[src/rtl/fix2float_seq_if.sv]
// Handshake bundle between a fixed-point producer, the fix2float converter and
// the float consumer. The converter sits on the slave side.
interface fix2float_seq_if;
  logic        in_valid;
  logic        in_ready;
  logic [31:0] fixn;
  logic [4:0]  fixposition;
  logic        out_valid;
  logic        out_ready;
  logic [31:0] floatn;

  modport master (
    output in_valid, fixn, fixposition, out_ready,
    input  in_ready, out_valid, floatn
  );

  modport slave (
    input  in_valid, fixn, fixposition, out_ready,
    output in_ready, out_valid, floatn
  );
endinterface

[src/rtl/fix2float_seq.sv]
// Signed fixed-point to IEEE-754 single converter: one normalising shift per
// cycle, a single rounding step, then the result is held under valid/ready.
//
// state | meaning
// IDLE  | waiting for an operand, in_ready high
// NORM  | shifting magnitude left until bit 31 is set
// ROUND | round mantissa, pack float
// DONE  | result presented, out_valid high until out_ready
module fix2float_seq #(
  parameter int ROUND_MODE = 1
) (
  input  logic            clk,
  input  logic            rst,
  fix2float_seq_if.slave  bus
);

  typedef enum logic [1:0] {IDLE, NORM, ROUND, DONE} state_t;

  state_t      state_q, state_d;
  logic        sign_q, sign_d;
  logic [31:0] mag_q, mag_d;
  logic [7:0]  exp_q, exp_d;
  logic [31:0] floatn_q, floatn_d;

  logic        rnd_inc;
  logic [23:0] mant_sum;
  logic [7:0]  exp_rnd;

  always_ff @(posedge clk) begin
    if (rst) begin
      state_q  <= IDLE;
      sign_q   <= 1'b0;
      mag_q    <= '0;
      exp_q    <= '0;
      floatn_q <= '0;
    end else begin
      state_q  <= state_d;
      sign_q   <= sign_d;
      mag_q    <= mag_d;
      exp_q    <= exp_d;
      floatn_q <= floatn_d;
    end
  end

  // Mantissa carry-out leaves sum[22:0] at zero, so bumping the exponent is enough.
  always_comb begin
    rnd_inc  = (ROUND_MODE != 0) && mag_q[7] && ((|mag_q[6:0]) || mag_q[8]);
    mant_sum = {1'b0, mag_q[30:8]} + {23'b0, rnd_inc};
    exp_rnd  = exp_q + {7'b0, mant_sum[23]};
  end

  always_comb begin
    state_d  = state_q;
    sign_d   = sign_q;
    mag_d    = mag_q;
    exp_d    = exp_q;
    floatn_d = floatn_q;
    case (state_q)
      IDLE: begin
        if (bus.in_valid) begin
          sign_d = bus.fixn[31];
          mag_d  = bus.fixn[31] ? (~bus.fixn + 32'd1) : bus.fixn;
          exp_d  = 8'd158 - {3'b000, bus.fixposition};
          if (bus.fixn == 32'd0) begin
            floatn_d = 32'd0;
            state_d  = DONE;
          end else begin
            state_d = NORM;
          end
        end
      end
      NORM: begin
        if (mag_q[31]) begin
          state_d = ROUND;
        end else begin
          mag_d = {mag_q[30:0], 1'b0};
          exp_d = exp_q - 8'd1;
        end
      end
      ROUND: begin
        exp_d    = exp_rnd;
        floatn_d = {sign_q, exp_rnd, mant_sum[22:0]};
        state_d  = DONE;
      end
      DONE: begin
        if (bus.out_ready) state_d = IDLE;
      end
      default: state_d = IDLE;
    endcase
  end

  assign bus.in_ready  = (state_q == IDLE);
  assign bus.out_valid = (state_q == DONE);
  assign bus.floatn    = floatn_q;

endmodule

[src/flat_wrapper.sv]
// flat-port wrapper written by rule: the top's interface ports become plain ports
module fix2float_seq_flat 
#(
  parameter int ROUND_MODE = 1
)
  (clk, rst, bus_in_valid, bus_fixn, bus_fixposition, bus_out_ready, bus_in_ready, bus_out_valid, bus_floatn);
  fix2float_seq_if bus_i ();
  input  logic clk;
  input  logic rst;
  input wire logic [$bits(bus_i.in_valid)-1:0] bus_in_valid;
  input wire logic [$bits(bus_i.fixn)-1:0] bus_fixn;
  input wire logic [$bits(bus_i.fixposition)-1:0] bus_fixposition;
  input wire logic [$bits(bus_i.out_ready)-1:0] bus_out_ready;
  output wire logic [$bits(bus_i.in_ready)-1:0] bus_in_ready;
  output wire logic [$bits(bus_i.out_valid)-1:0] bus_out_valid;
  output wire logic [$bits(bus_i.floatn)-1:0] bus_floatn;
  assign bus_i.in_valid = bus_in_valid;
  assign bus_i.fixn = bus_fixn;
  assign bus_i.fixposition = bus_fixposition;
  assign bus_i.out_ready = bus_out_ready;
  assign bus_in_ready = bus_i.in_ready;
  assign bus_out_valid = bus_i.out_valid;
  assign bus_floatn = bus_i.floatn;
  fix2float_seq #(.ROUND_MODE(ROUND_MODE)) u_core (.clk(clk), .rst(rst), .bus(bus_i));
endmodule
[config.mk]
export PLATFORM = sky130hd
export DESIGN_NAME = fix2float_seq_flat
export DESIGN_NICKNAME = d
export VERILOG_FILES = /design/src/rtl/fix2float_seq_if.sv /design/src/rtl/fix2float_seq.sv /design/src/flat_wrapper.sv
export SDC_FILE = /design/constraint.sdc
export NUM_CORES = 1
export LEC_CHECK = 0
export CORE_AREA = 2 2 105 107
export CTS_CLUSTER_SIZE = 14
export DETAILED_ROUTE_END_ITERATION = 7
export DIE_AREA = 0 0 107 109
export GPL_TIMING_DRIVEN = 0
export PLACE_DENSITY_LB_ADDON = 0.3
export RECOVER_POWER = 25
export SLEW_MARGIN = 20
export SYNTH_ARGS = -nofsm -noshare
export SYNTH_HDL_FRONTEND = slang
export SYNTH_SLANG_ARGS = --single-unit
[constraint.sdc]
create_clock -name clk -period 2.8 [get_ports clk]
set_input_delay 0.28 -clock clk [delete_from_list [all_inputs] [get_ports clk]]
set_output_delay 0.28 -clock clk [all_outputs]
set_load 0.03 [all_outputs]
==> impl_results.html <==
<table>
<tr><th>Metric</th><th>Value</th></tr>
<tr><th colspan="2">CTS</th></tr>
<tr><td>Sinks on the clock net</td><td>75</td></tr>
<tr><td>Clock-pin slew reported for the worst setup and hold paths after clock tree synthesis</td><td>roughly 80 ps</td></tr>
<tr><td>TritonCTS clock tree</td><td>built</td></tr>
<tr><td>Clock latency on the worst-skew pair</td><td>370 ps</td></tr>
<tr><td>Clock Tree Buf Depth</td><td>2</td></tr>
<tr><td>Clock root buffer master</td><td>sky130_fd_sc_hd__clkbuf_8</td></tr>
<tr><td>H-Tree Depth</td><td>3</td></tr>
<tr><td>CTS Buf Count</td><td>9</td></tr>
<tr><th colspan="2">Floorplanning</th></tr>
<tr><td>Floorplan die area</td><td>about 12,000 um2</td></tr>
<tr><td>Initial Utilization</td><td>between 40% and 50%</td></tr>
<tr><td>Overall die width</td><td>107 um</td></tr>
<tr><td>IO Pins</td><td>75</td></tr>
<tr><td>Vertical die dimension</td><td>around 110 um</td></tr>
<tr><td>Core outline area</td><td>10,600 um2</td></tr>
<tr><td>Row count</td><td>38</td></tr>
<tr><th colspan="2">Timing</th></tr>
<tr><td>Final setup fails</td><td>0</td></tr>
<tr><td>Final clock period utilization by the worst path</td><td>between 90% and 100%</td></tr>
<tr><td>Count of pins over their slew limit</td><td>0</td></tr>
<tr><td>Final hold violations</td><td>0</td></tr>
<tr><td>Relative slew slack</td><td>around half</td></tr>
<tr><td>Max Clock Freq</td><td>around 370 MHz</td></tr>
<tr><td>Setup clock skew after layout</td><td>about 14 ps</td></tr>
<tr><td>Total Neg Setup Slack</td><td>0 ps</td></tr>
<tr><td>Slew at the pin closest to its max-slew limit</td><td>a little under 800 ps</td></tr>
<tr><td>Min Tclk post-route</td><td>~2700 ps</td></tr>
<tr><th colspan="2">Logic synthesis</th></tr>
<tr><td>Post-synthesis instance area</td><td>roughly 4700 um2</td></tr>
<tr><td>Syn Nets</td><td>661</td></tr>
<tr><td>Number of warnings issued by yosys</td><td>0</td></tr>
<tr><td>Number of distinct library cells after synthesis</td><td>49</td></tr>
<tr><td>Mean instance size in the synthesized netlist</td><td>~7.6 um2</td></tr>
<tr><td>Gate count of the mapped netlist</td><td>610</td></tr>
<tr><td>Count of flip-flops with a built-in enable after synthesis</td><td>0</td></tr>
<tr><td>Synth Register Bits</td><td>75</td></tr>
<tr><td>Async S/R FF share, synth</td><td>0%</td></tr>
<tr><td>Predominant post-synthesis flop cell</td><td>sky130_fd_sc_hd__dfxtp_1</td></tr>
<tr><td>Sequential-to-total area share from yosys stat</td><td>between 30% and 40%</td></tr>
<tr><th colspan="2">Pwr</th></tr>
<tr><td>Power Total</td><td>5210 uW</td></tr>
<tr><td>Power density cells</td><td>roughly 870 nW/um2</td></tr>
<tr><td>Leak pwr</td><td>0.00218 uW</td></tr>
<tr><td>Total net switching power</td><td>about 2500 uW</td></tr>
<tr><td>Fraction of power consumed by the clock network</td><td>between 10% and 20%</td></tr>
<tr><td>Power share of the combinational group</td><td>a little over half</td></tr>
<tr><td>Internal</td><td>around 2700 uW</td></tr>
<tr><td>VDD IR-drop max</td><td>397 uV</td></tr>
<tr><td>Switching part of the total power</td><td>between 40% and 50%</td></tr>
<tr><td>Part of the total power dissipated in sequential elements</td><td>between 30 and 40%</td></tr>
<tr><th colspan="2">Flow run</th></tr>
<tr><td>Count of maximum capacitance violations</td><td>0</td></tr>
<tr><th colspan="2">Detailed routing</th></tr>
<tr><td>Total Wirelength</td><td>14,500 um</td></tr>
<tr><td>Antenna-violating nets left</td><td>0</td></tr>
<tr><td>Number of vias per cell after detailed routing</td><td>roughly 5.9</td></tr>
<tr><td>Routed WL per cell</td><td>around 17 um</td></tr>
<tr><td>First DRT Iteration DRCs</td><td>391</td></tr>
<tr><td>DR DRC count</td><td>0</td></tr>
<tr><td>Vias</td><td>roughly 5,000</td></tr>
<tr><td>TritonRoute pass-1 iters</td><td>5</td></tr>
<tr><th colspan="2">Cells and area</th></tr>
<tr><td>Number of fillers in the final layout</td><td>1,008</td></tr>
<tr><td>Proportion of layout cells with a drive suffix above 1</td><td>10.3%</td></tr>
<tr><td>Area growth from synthesis to final layout</td><td>28.2%</td></tr>
<tr><td>Fraction of the core area covered by cells at the end of the flow</td><td>between 50% and 60%</td></tr>
<tr><td>Number of antenna cells inserted</td><td>0</td></tr>
<tr><td>Area taken by multi-input logic gates</td><td>slightly above 3000 um2</td></tr>
<tr><td>Final standard cell area without fillers</td><td>5980 um2</td></tr>
<tr><td>Number of nets at the end of the flow</td><td>roughly 750</td></tr>
<tr><td>Sequential cell area</td><td>~1500 um2</td></tr>
<tr><th colspan="2">Placement</th></tr>
<tr><td>HPWL Detailed</td><td>about 11,000 um</td></tr>
<tr><td>Weighted congestion at the end of routability-driven global placement</td><td>slightly above 0.9</td></tr>
<tr><td>Count of buffers from port buffering</td><td>72</td></tr>
<tr><td>Placed cell area</td><td>approximately 5600 um2</td></tr>
<tr><th colspan="2">Global route</th></tr>
<tr><td>Maximum number of pins on one net before global-route repair</td><td>12</td></tr>
<tr><td>Met3 usage in global routing</td><td>between 3 and 4%</td></tr>
<tr><td>Layer carrying the most global-route usage</td><td>met2</td></tr>
<tr><td>Wire length of the first global-routing pass</td><td>about 23,000 um</td></tr>
<tr><td>Number of antenna violations at the first check in global routing</td><td>0</td></tr>
<tr><td>Global routing usage summed across all routing layers</td><td>25.2%</td></tr>
<tr><td>M1 GR Usage</td><td>between 30% and 40%</td></tr>
<tr><td>Remaining Overflow, GRT</td><td>0</td></tr>
<tr><td>GR met2 Demand/Resource</td><td>between 40% and 50%</td></tr>
<tr><td>Via count of the first global-routing pass</td><td>between 4,000 and 5,000</td></tr>
<tr><th colspan="2">Critical path</th></tr>
<tr><td>Required time at the worst-slack endpoint</td><td>just over 3000 ps</td></tr>
<tr><td>Kind of launch point of the worst setup path</td><td>input pin</td></tr>
<tr><td>Max FO, Critical Path</td><td>4</td></tr>
<tr><td>Critical path startpoint</td><td>bus_fixn[9]</td></tr>
<tr><td>Setup Crit Path Kind</td><td>in2reg</td></tr>
<tr><td>Worst reg2reg startpoint</td><td>u_core.mag_q[16]</td></tr>
<tr><td>Worst reg-to-reg path cell count</td><td>11</td></tr>
<tr><td>Arrival time at the worst endpoint</td><td>2970 ps</td></tr>
<tr><td>Critical Path Sink Type</td><td>flip-flop</td></tr>
<tr><th colspan="2">Min path</th></tr>
<tr><td>Hold wc startpoint</td><td>bus_fixn[21]</td></tr>
<tr><td>Class of the worst hold path</td><td>in2reg</td></tr>
<tr><td>Hold Crit Depth</td><td>3</td></tr>
<tr><th colspan="2">Outcome</th></tr>
<tr><td>Run status</td><td>completed</td></tr>
</table>
-- metrics by stage --
stage	hold slack, ps	instances	setup WS, ps
finish	323	841	95.7
global route	367	841	-14.6
CTS	454	836	-6.71
detailed placement	444	822	-644
global placement	439	822	-634
floorplan	437	610	84.8
-- power groups by stage --
stage | clock [uW] | sequential (uW) | combinational [uW]
3_3_place_gp | 0 | 1670 | 2510
3_5_place_dp | 0 | 1680 | 2540
5_1_grt | 815 | 1760 | 2960
4_1_cts | 767 | 1700 | 2550
6_report | 763 | 1730 | 2720
2_1_floorplan | 0 | 1590 | 1840
-- metal layers --
layer	part of all wire (%)	vias to the layer above
li1	-	2398
met2	46	237
met5	0	-
met4	2.6	0
met3	7.1	35
met1	45	2311
-- cell type report --
type                    count  share of cell area [%]
well taps                 140                    2.93
clock inverters             2                   0.167
inverters                  18                    1.13
plain buffers              41                    2.85
multi-input cells         472                    51.6
clock buffers              14                    2.72
repair buffers             79                    13.0
flip-flops and latches     75                    25.5
-- worst max-delay path, stage by stage --
cell and delay [ps]:
sky130_fd_sc_hd__clkdlybuf4s50_1 470, sky130_fd_sc_hd__or4_4 520, sky130_fd_sc_hd__or3_1 320, sky130_fd_sc_hd__or4_4 610
sky130_fd_sc_hd__o31ai_4 280, sky130_fd_sc_hd__xor2_2 130, sky130_fd_sc_hd__a2111oi_2 360
-- layout by cell type (no fill, tap or decap), types with 4 or more instances in the layout --
cell                              netlist  routed
sky130_fd_sc_hd__nor3b_1                4       4
sky130_fd_sc_hd__a21oi_1               67      66
sky130_fd_sc_hd__xor2_1                29      27
sky130_fd_sc_hd__or4_4                  3       8
sky130_fd_sc_hd__o31ai_1                9       7
sky130_fd_sc_hd__or3_1                 10      10
sky130_fd_sc_hd__dlygate4sd3_1          0      26
sky130_fd_sc_hd__ha_1                  10       7
sky130_fd_sc_hd__clkbuf_1              42      37
sky130_fd_sc_hd__nor4_1                15      15
sky130_fd_sc_hd__a211oi_1               6       6
sky130_fd_sc_hd__and3_1                 5       4
sky130_fd_sc_hd__or4_1                  9       4
sky130_fd_sc_hd__nand2_1               69      69
sky130_fd_sc_hd__clkdlybuf4s50_1        0      38
sky130_fd_sc_hd__inv_1                 16      16
sky130_fd_sc_hd__a221o_1                4       4
sky130_fd_sc_hd__nor2_1                35      34
sky130_fd_sc_hd__dfxtp_2                0       6
sky130_fd_sc_hd__clkbuf_2               0       6
sky130_fd_sc_hd__o41ai_1                6       4
sky130_fd_sc_hd__o211ai_1               6       6
sky130_fd_sc_hd__dfxtp_1               75      64
sky130_fd_sc_hd__clkbuf_8               0      11
sky130_fd_sc_hd__nor3_1                18      18
sky130_fd_sc_hd__nand4_1                4       4
sky130_fd_sc_hd__nand3_1               46      45
sky130_fd_sc_hd__and4_1                 4       4
sky130_fd_sc_hd__o21ai_0               25      24
sky130_fd_sc_hd__a221oi_1              10      10
sky130_fd_sc_hd__nand2b_1               6       5
sky130_fd_sc_hd__xnor2_1               32      31
sky130_fd_sc_hd__buf_4                  0      10
sky130_fd_sc_hd__dlymetal6s2s_1         0       6
sky130_fd_sc_hd__dfxtp_4                0       5
-- final timing paths --
check / to / slack (ps)
setup / recovery: u_core.mag_q[30] / 100
hold / removal: u_core.mag_q[21] / 320
setup reg to reg: u_core.exp_q[4] / 130
hold reg to reg: u_core.bus.floatn[26] / 450
-- cell families after synthesis --
family	count (synthesis)	synth area share (%)
compound gates	159	22.1
xor+xnor	61	11.5
fa+ha+maj	10	2.68
buf+inv	63	5.15
flops	75	32.2
mux	2	0.429
simple gates	240	25.9
-- synthesized netlist by cell type, types with 15 or more instances --
| library cell | instances | share of area [%] |
|---|---|---|
| sky130_fd_sc_hd__nor2_1 | 35 | 2.8 |
| sky130_fd_sc_hd__nor4_1 | 15 | 2.0 |
| sky130_fd_sc_hd__nand2_1 | 69 | 5.6 |
| sky130_fd_sc_hd__dfxtp_1 | 75 | 32 |
| sky130_fd_sc_hd__o21ai_0 | 25 | 2.7 |
| sky130_fd_sc_hd__xnor2_1 | 32 | 6.0 |
| sky130_fd_sc_hd__xor2_1 | 29 | 5.4 |
| sky130_fd_sc_hd__nor3_1 | 18 | 1.9 |
| sky130_fd_sc_hd__clkbuf_1 | 42 | 3.4 |
| sky130_fd_sc_hd__a21oi_1 | 67 | 7.2 |
| sky130_fd_sc_hd__nand3_1 | 46 | 4.9 |
| sky130_fd_sc_hd__inv_1 | 16 | 1.3 |
-- sequential cells by signal (all words and copies together) (netlist names) --
| name | flops |
|---|---|
| u_core.bus.floatn | 32 |
| u_core.exp_q | 8 |
| u_core.mag_q | 32 |
| u_core.sign_q | 1 |
| u_core.state_q | 2 |
-- timing repair --
item,4_1_cts,5_1_grt
pin swaps,5,15
endpoints found under the hold margin,0,0
gates resized for setup,23,53
endpoints found under the setup margin,43,53
hold buffers,0,0
buffers inserted,0,7
No activity file was read; power rests on OpenSTA's default activity.
